`config.mk`:
```
export PLATFORM = sky130hd
export DESIGN_NAME = mem_access
export DESIGN_NICKNAME = d
export VERILOG_FILES = /design/src/rtl/mem_access.sv
export SDC_FILE = /design/constraint.sdc
export NUM_CORES = 1
export LEC_CHECK = 0
export BUFFER_PORTS_ARGS = -buffer_cell sky130_fd_sc_hd__buf_2
export CORE_MARGIN = 2
export CORE_UTILIZATION = 46
export DETAILED_ROUTE_END_ITERATION = 10
export GPL_ROUTABILITY_DRIVEN = 0
export GPL_TIMING_DRIVEN = 0
export HOLD_SLACK_MARGIN = 0.15
export PLACE_DENSITY = 0.78
export SYNTH_ARGS = -nofsm -noshare
export SYNTH_HDL_FRONTEND = slang
export SYNTH_SLANG_ARGS = --single-unit
```
`constraint.sdc`:
```
create_clock -name clk -period 2.9 [get_ports clk]
set_clock_uncertainty 0.2 [all_clocks]
set_input_delay 0.145 -clock clk [delete_from_list [all_inputs] [get_ports clk]]
set_output_delay 0.145 -clock clk [all_outputs]
set_load 0.005 [all_outputs]
```
`src/rtl/mem_access.sv`:
```
// mem_access: MEM pipeline stage. Passes non-memory results straight through
// to mem_wb and serialises LOAD/STORE accesses onto the 8-bit external bus as
// little-endian byte transfers, holding the pipeline stalled until the access
// has completed. Any memory opcode that is not STORE is handled as a load.
module mem_access #(
   parameter int ADDR_W = 32,
   parameter int DATA_W = 32
) (
   input  logic              clk,
   input  logic              rst,
   input  logic [6:0]        aluop_i,
   input  logic [2:0]        alufunct3_i,
   input  logic              me_i,
   input  logic [ADDR_W-1:0] maddr_i,
   input  logic              wreg_i,
   input  logic [4:0]        wd_i,
   input  logic [DATA_W-1:0] wdata_i,
   input  logic              gnt_i,
   output logic              req_o,
   output logic [ADDR_W-1:0] mem_a,
   output logic [7:0]        mem_dout,
   output logic              mem_wr,
   input  logic [7:0]        mem_din,
   output logic              stall_o,
   output logic              wreg_o,
   output logic [4:0]        wd_o,
   output logic [DATA_W-1:0] wdata_o,
   output logic              wreg_f,
   output logic [4:0]        wd_f,
   output logic [DATA_W-1:0] wdata_f
);

   localparam logic [6:0] OP_STORE = 7'b0100011;

   typedef enum logic [2:0] {
      IDLE,
      WAIT_GNT,
      XFER,
      DRAIN,
      DONE
   } state_t;

   state_t            state;
   logic [1:0]        idx;
   logic [DATA_W-1:0] load_buf;

   logic              is_store;
   logic              illegal_size;
   logic [1:0]        last_idx;
   logic [1:0]        prev_idx;
   logic [1:0]        next_idx;
   logic [DATA_W-1:0] load_ext;

   // Decode access size/kind and the neighbouring byte indices of the transfer
   always_comb begin
      is_store     = (aluop_i == OP_STORE);
      illegal_size = (alufunct3_i[1:0] == 2'b11);
      case (alufunct3_i[1:0])
         2'b00:   last_idx = 2'd0;
         2'b01:   last_idx = 2'd1;
         default: last_idx = 2'd3;
      endcase
      prev_idx = idx - 2'd1;
      next_idx = idx + 2'd1;
   end

   // Byte-serial bus sequencer; read bytes arrive one cycle after their address
   always_ff @(posedge clk) begin
      if (rst) begin
         state    <= IDLE;
         idx      <= 2'd0;
         req_o    <= 1'b0;
         mem_wr   <= 1'b0;
         mem_a    <= '0;
         mem_dout <= 8'd0;
         load_buf <= '0;
      end else begin
         case (state)
            IDLE: begin
               if (me_i) begin
                  load_buf <= '0;
                  if (illegal_size) begin
                     state <= DONE;
                  end else begin
                     state <= WAIT_GNT;
                     req_o <= 1'b1;
                  end
               end
            end
            WAIT_GNT: begin
               if (gnt_i) begin
                  state    <= XFER;
                  idx      <= 2'd0;
                  mem_a    <= maddr_i;
                  mem_wr   <= is_store;
                  mem_dout <= wdata_i[7:0];
               end
            end
            XFER: begin
               if (idx != 2'd0) begin
                  load_buf[{prev_idx, 3'b000} +: 8] <= mem_din;
               end
               if (idx == last_idx) begin
                  mem_wr <= 1'b0;
                  if (is_store) begin
                     state <= DONE;
                     req_o <= 1'b0;
                  end else begin
                     state <= DRAIN;
                  end
               end else begin
                  idx      <= next_idx;
                  mem_a    <= maddr_i + ADDR_W'(next_idx);
                  mem_dout <= wdata_i[{next_idx, 3'b000} +: 8];
               end
            end
            DRAIN: begin
               load_buf[{idx, 3'b000} +: 8] <= mem_din;
               state <= DONE;
               req_o <= 1'b0;
            end
            DONE: begin
               state <= IDLE;
            end
            default: begin
               state <= IDLE;
            end
         endcase
      end
   end

   // Sign/zero extension of the assembled load bytes
   always_comb begin
      case (alufunct3_i)
         3'b000:  load_ext = {{(DATA_W-8){load_buf[7]}}, load_buf[7:0]};
         3'b001:  load_ext = {{(DATA_W-16){load_buf[15]}}, load_buf[15:0]};
         3'b100:  load_ext = {{(DATA_W-8){1'b0}}, load_buf[7:0]};
         3'b101:  load_ext = {{(DATA_W-16){1'b0}}, load_buf[15:0]};
         default: load_ext = load_buf;
      endcase
   end

   // Stall and mem_wb outputs; everything is held at zero while in reset
   always_comb begin
      stall_o = 1'b0;
      wreg_o  = 1'b0;
      wd_o    = 5'd0;
      wdata_o = '0;
      if (!rst) begin
         case (state)
            IDLE: begin
               if (me_i) begin
                  stall_o = 1'b1;
               end else begin
                  wreg_o  = wreg_i;
                  wd_o    = wd_i;
                  wdata_o = wdata_i;
               end
            end
            WAIT_GNT, XFER, DRAIN: begin
               stall_o = 1'b1;
            end
            DONE: begin
               wreg_o  = wreg_i & ~is_store;
               wd_o    = wd_i;
               wdata_o = (is_store || illegal_size) ? '0 : load_ext;
            end
            default: begin
               stall_o = 1'b0;
            end
         endcase
      end
   end

   assign wreg_f  = wreg_o & ~stall_o;
   assign wd_f    = wd_o;
   assign wdata_f = wdata_o;

endmodule

```
## Word level (Yosys, flattened, before mapping)

Index checks and enable logic that the tools add are counted.

- Add/sub/neg operators: 5
- Equality and inequality tests: 18
- Shifts and indexed selects: 5
- Muxes and demuxes: 43
- Bitwise gates (word level): 4
- Reduce and logical (&&, ||, !) cells: 13

Operators by type and width:

| operator | count |
|---|---|
| 32-bit 2-to-1 mux | 7 |
| 32-bit case mux with 2 select lines | 2 |
| 32-bit case mux with 4 select lines | 1 |
| 32-bit case mux with 3 select lines | 1 |
| 32-bit bitwise mux | 2 |
| 8-bit by 7-bit variable shift with 32-bit output, first input constant | 2 |
| 8-bit by 7-bit variable part select with 32-bit output | 2 |
| 32-bit by 2-bit adder with 32-bit output | 1 |
| 32-bit by 6-bit variable part select with 8-bit output | 1 |
| 8-bit 2-to-1 mux | 2 |
| 8-bit case mux with 2 select lines | 1 |
| 3-bit 2-to-1 mux | 5 |
| 2-bit inequality test, second input constant | 7 |
| 5-bit negation with 7-bit output | 2 |
| 3-bit case mux with 4 select lines | 1 |
| 3-bit AND reduction | 4 |
| 1-bit 2-to-1 mux | 10 |
| 5-bit 2-to-1 mux | 2 |
| 5-bit case mux with 2 select lines | 1 |
| 3-bit == test, second input constant | 3 |
| 2-bit case mux with 2 select lines | 2 |
| 7-bit by 6-bit == test with 1-bit output, second input constant | 1 |
| 3-bit by 1-bit == test with 1-bit output, second input constant | 2 |
| 3-bit by 2-bit == test with 1-bit output, second input constant | 2 |
| other kinds (17) | 24 |

- Flip-flop bits (word level): 79
- Input port bits: 92
- Logic and storage cells: 95

## Depth between registers and ports, before layout

- Depth after elaboration: 6
- Depth in mapped cells: 10

## Worst setup path before layout

No wires, ideal clock.

- Path kind: register to register
- Start: register idx[0]
- End: register mem_a[29]
- Arrival: 2728 ps
- Slack: -144 ps
- Stages on the path, launching flop included: 10
- Path buffers: 1
- Period minus slack after synthesis: 3044 ps
- Path through: dfxtp_1 > clkbuf_1 > clkinv_1 > ha_1 > ha_1 > a21oi_1 > nand4b_2 > nor4b_1 > xor2_1 > a22o_1

- Word-level cells in the longest chain between the ends: 4
- Elaborated cells on any way between the ends: 7

Ends and longest elaborated chain:

| what | RTL line | source |
|---|---|---|
| start, declared | 44 | `logic [1:0] idx;` |
| start signal, assigned | 112 | `idx <= next_idx;` |
| 2-bit by 1-bit adder with 2-bit output | 64 | `next_idx = idx + 2'd1;` |
| 32-bit by 2-bit adder with 32-bit output | 113 | `mem_a <= maddr_i + ADDR_W'(next_idx);` |
| 32-bit 2-to-1 mux | 103 | `if (idx == last_idx) begin` |
| 32-bit case mux with 2 select lines | 78 | `case (state)` |
| end signal, assigned | 94 | `mem_a <= maddr_i;` |
| end signal, assigned | 113 |  |
| end, declared | 20 | `output logic [ADDR_W-1:0] mem_a,` |

Several ways; a longest one is shown, not always the timed one. The select of a mux whose other input is x is not followed.
A chain may end at the register's enable or synchronous reset.

## Final worst setup path

- Start: register idx[0]
- End: register mem_a[15]

Same word-level chain as after synthesis.

==> metrics.cfg <==
[yosys]
yosysUniqueCellTypes=62
ys_seq_area_share_pct=27.27
ys.flop_type=dfxtp_1
async_flop_share_pct=0
ys_seq_elements=79
syn_avg_cell_area_um2=7.168
synthCells=809
synth_edf_count=0
synth_area_um2=5799
ys.warnings.count=0
syn_nets=910

[outcome]
status=finished clean

[routing]
drc=0
vias=7205
dr.pass1.iters=7
ant_nets=0
wl_mm=21.81
drtIter0Drc=863
avgRoutedWirePerCell_um=17.24
vias_per_cell=5.696

[global_routing]
grt_pass1_wl_mm=33.53
grt_max_degree=14
grt_antenna_before_repair=0
grt_pass1_vias=6743
overflow=0
grt_use_total_pct=31.50

[place]
hpwl_mm=15.64
dpl.cell_count=1190
placed_area_um2=7063
port_buffers=209

[sta]
max_slew_margin_pct=50.23
worst_pin_slew_ns=0.7466
max_freq_mhz=357.1
setup_violations=0
hold_viol_final=0
slew_violations=0
fin_crit_ns=2.800
fin_crit_sh_pct=96.56

[clocking]
worstSkewPairLatency_ns=0.36
clockRootBuffer=clkbuf_16
cts_tree=built
clock-sinks=79
cts-buffers-inserted=9
htree_levels=3
max-clock-path-buffers=2
clk_pin_slew_ns=0.06

[worst_setup_path]
reg2reg_slack_ns=0.1
reg2reg_depth=10
r2r-end=mem_a[15]$_SDFFE_PP0P_
r2r_start=idx[0]$_SDFFE_PP0P_
cp-end-kind=flip-flop
setup.worst_path.start_class=flip-flop
crit_type=reg2reg
critPathLaunch=idx[0]$_SDFFE_PP0P_
crit_required_ns=2.96
crit_path_max_fanout=11
arrival_ns=2.86
crit_end=mem_a[15]$_SDFFE_PP0P_

[power_and_ir_drop]
power.total_mw=4.292
powerDensity_nw_per_um2=533.6
ir_drop_uv=315.1
p_leak_nw=3.503

[die]
dieArea_um2=13520
rows=41
die_h_um=116.3
top_level_ports=211
die_w_um=116.3
start_util_pct=46.52
core_area_um2=12470

[worst_hold_path]
hold_class=in2reg
hold-path-cell-count=3

[layout]
diodes=0
fin_cells=1265
final_cell_mix=224 x buf_2, 126 x nor2_1, 102 x a21oi_1, 78 x dfxtp_1, 71 x nand2_1
design_area_um2=8044
syn_to_final_growth_pct=38.71
layout-drive-gt1-share_pct=28.64
final_util_pct=64.53
nets=1189
layout_commonest_cell=buf_2

[flow_run]
maxCapViolCount=0

-- layer usage --
layer | routed length, um | share of wire [%] | GRT usage [%] | vias up
li1 | - | - | - | 3387
met1 | 8455 | 39 | 37.52 | 3325
met2 | 10260 | 47 | 53.22 | 413
met3 | 2045 | 9.4 | 7.369 | 80
met4 | 1047 | 4.8 | 15.63 | 0
met5 | 0 | 0 | 0 | -
-- area by class of cell --
class	instances	area, um2
clock buffers	11	232.7
repair buffers	269	1642
well taps	172	215.2
flip-flops and latches	79	1585
fillers	1089	4422
plain buffers	98	573.1
multi-input cells	622	3701
clock inverters	5	56.30
inverters	9	38.79
-- what timing repair did --
action                                  CTS  global route
endpoints found under the setup margin  113            42
hold buffers                             58             0
endpoints found under the hold margin    59             0
pin swaps                                 1             1
cloned                                    0             0
buffers inserted                          2             0
resized for setup                        15            16
-- cell families after synthesis --
group                    share of synthesized area, %
AO/OA/AOI/OAI                                   26.41
XOR/XNOR                                        4.380
adder cells (fa/ha/maj)                         2.071
buffers and inverters                           10.12
flip-flops                                      27.27
multiplexers                                    1.726
AND/OR/NAND/NOR                                 28.03
-- stage by stage --
step	setup TNS (ns)	hold slack [ns]	setup WS, ns
5_1_grt	-0.003418	0.2097	-0.001773
4_1_cts	0	0.1546	0.04486
2_1_floorplan	0	0.09330	0.09197
3_5_place_dp	-13.83	0.2426	-0.7583
6_report	0	0.1450	0.09973
3_3_place_gp	-10.95	0.2297	-0.6720
-- where the power goes --
| group | switching (mW) | internal [mW] | total, mW |
|---|---|---|---|
| Clock | 0.490 | 0.668 | 1.16 |
| Sequential | 0.144 | 1.28 | 1.42 |
| Combinational | 0.944 | 0.767 | 1.71 |
| Total | 1.58 | 2.71 | 4.29 |
-- registers in the layout, indices dropped and copies added (netlist names) --
signal / cells
mem_wr: 1
mem_dout: 8
mem_a: 32
load_buf: 32
req_o: 1
state: 3
idx: 2
-- worst min-delay path by stage --
stage	startpoint	to	slack (ns)
6_report	rst	mem_a[27]$_SDFFE_PP0P_	0.15
5_1_grt	wdata_i[18]	mem_dout[2]$_SDFFE_PP0P_	0.21
4_1_cts	wdata_i[18]	mem_dout[2]$_SDFFE_PP0P_	0.15
3_5_place_dp	maddr_i[0]	mem_a[0]$_SDFFE_PP0P_	0.24
3_3_place_gp	maddr_i[0]	mem_a[0]$_SDFFE_PP0P_	0.23
2_1_floorplan	mem_din[0]	load_buf[0]$_SDFFE_PP0P_	0.09
-- synthesized netlist by cell type, types with 13 or more instances --
master | n | area [um2]
o21ai_0 | 20 | 100.1
xnor2_1 | 21 | 183.9
buf_2 | 15 | 75.07
buf_4 | 43 | 322.8
nor2_1 | 126 | 473.0
clkbuf_1 | 33 | 123.9
nand2_1 | 71 | 266.5
a21oi_1 | 103 | 515.5
a211oi_1 | 26 | 195.2
o22ai_1 | 16 | 100.1
nor2b_1 | 50 | 312.8
dfxtp_1 | 79 | 1582
nor3_1 | 13 | 65.06
o21ai_1 | 31 | 155.2
a22oi_1 | 17 | 127.6
-- worst max-delay path, stage by stage (launching register included) --
cell and delay (ns):
dfxtp_4 0.41, buf_8 0.16, clkinv_4 0.12, ha_4 0.30
ha_1 0.28, a21oi_1 0.07, nand4b_2 0.29, buf_4 0.25
nor3_1 0.25, xnor2_1 0.11, a211oi_1 0.26
Note: power is estimated with default switching activity, not from simulation.
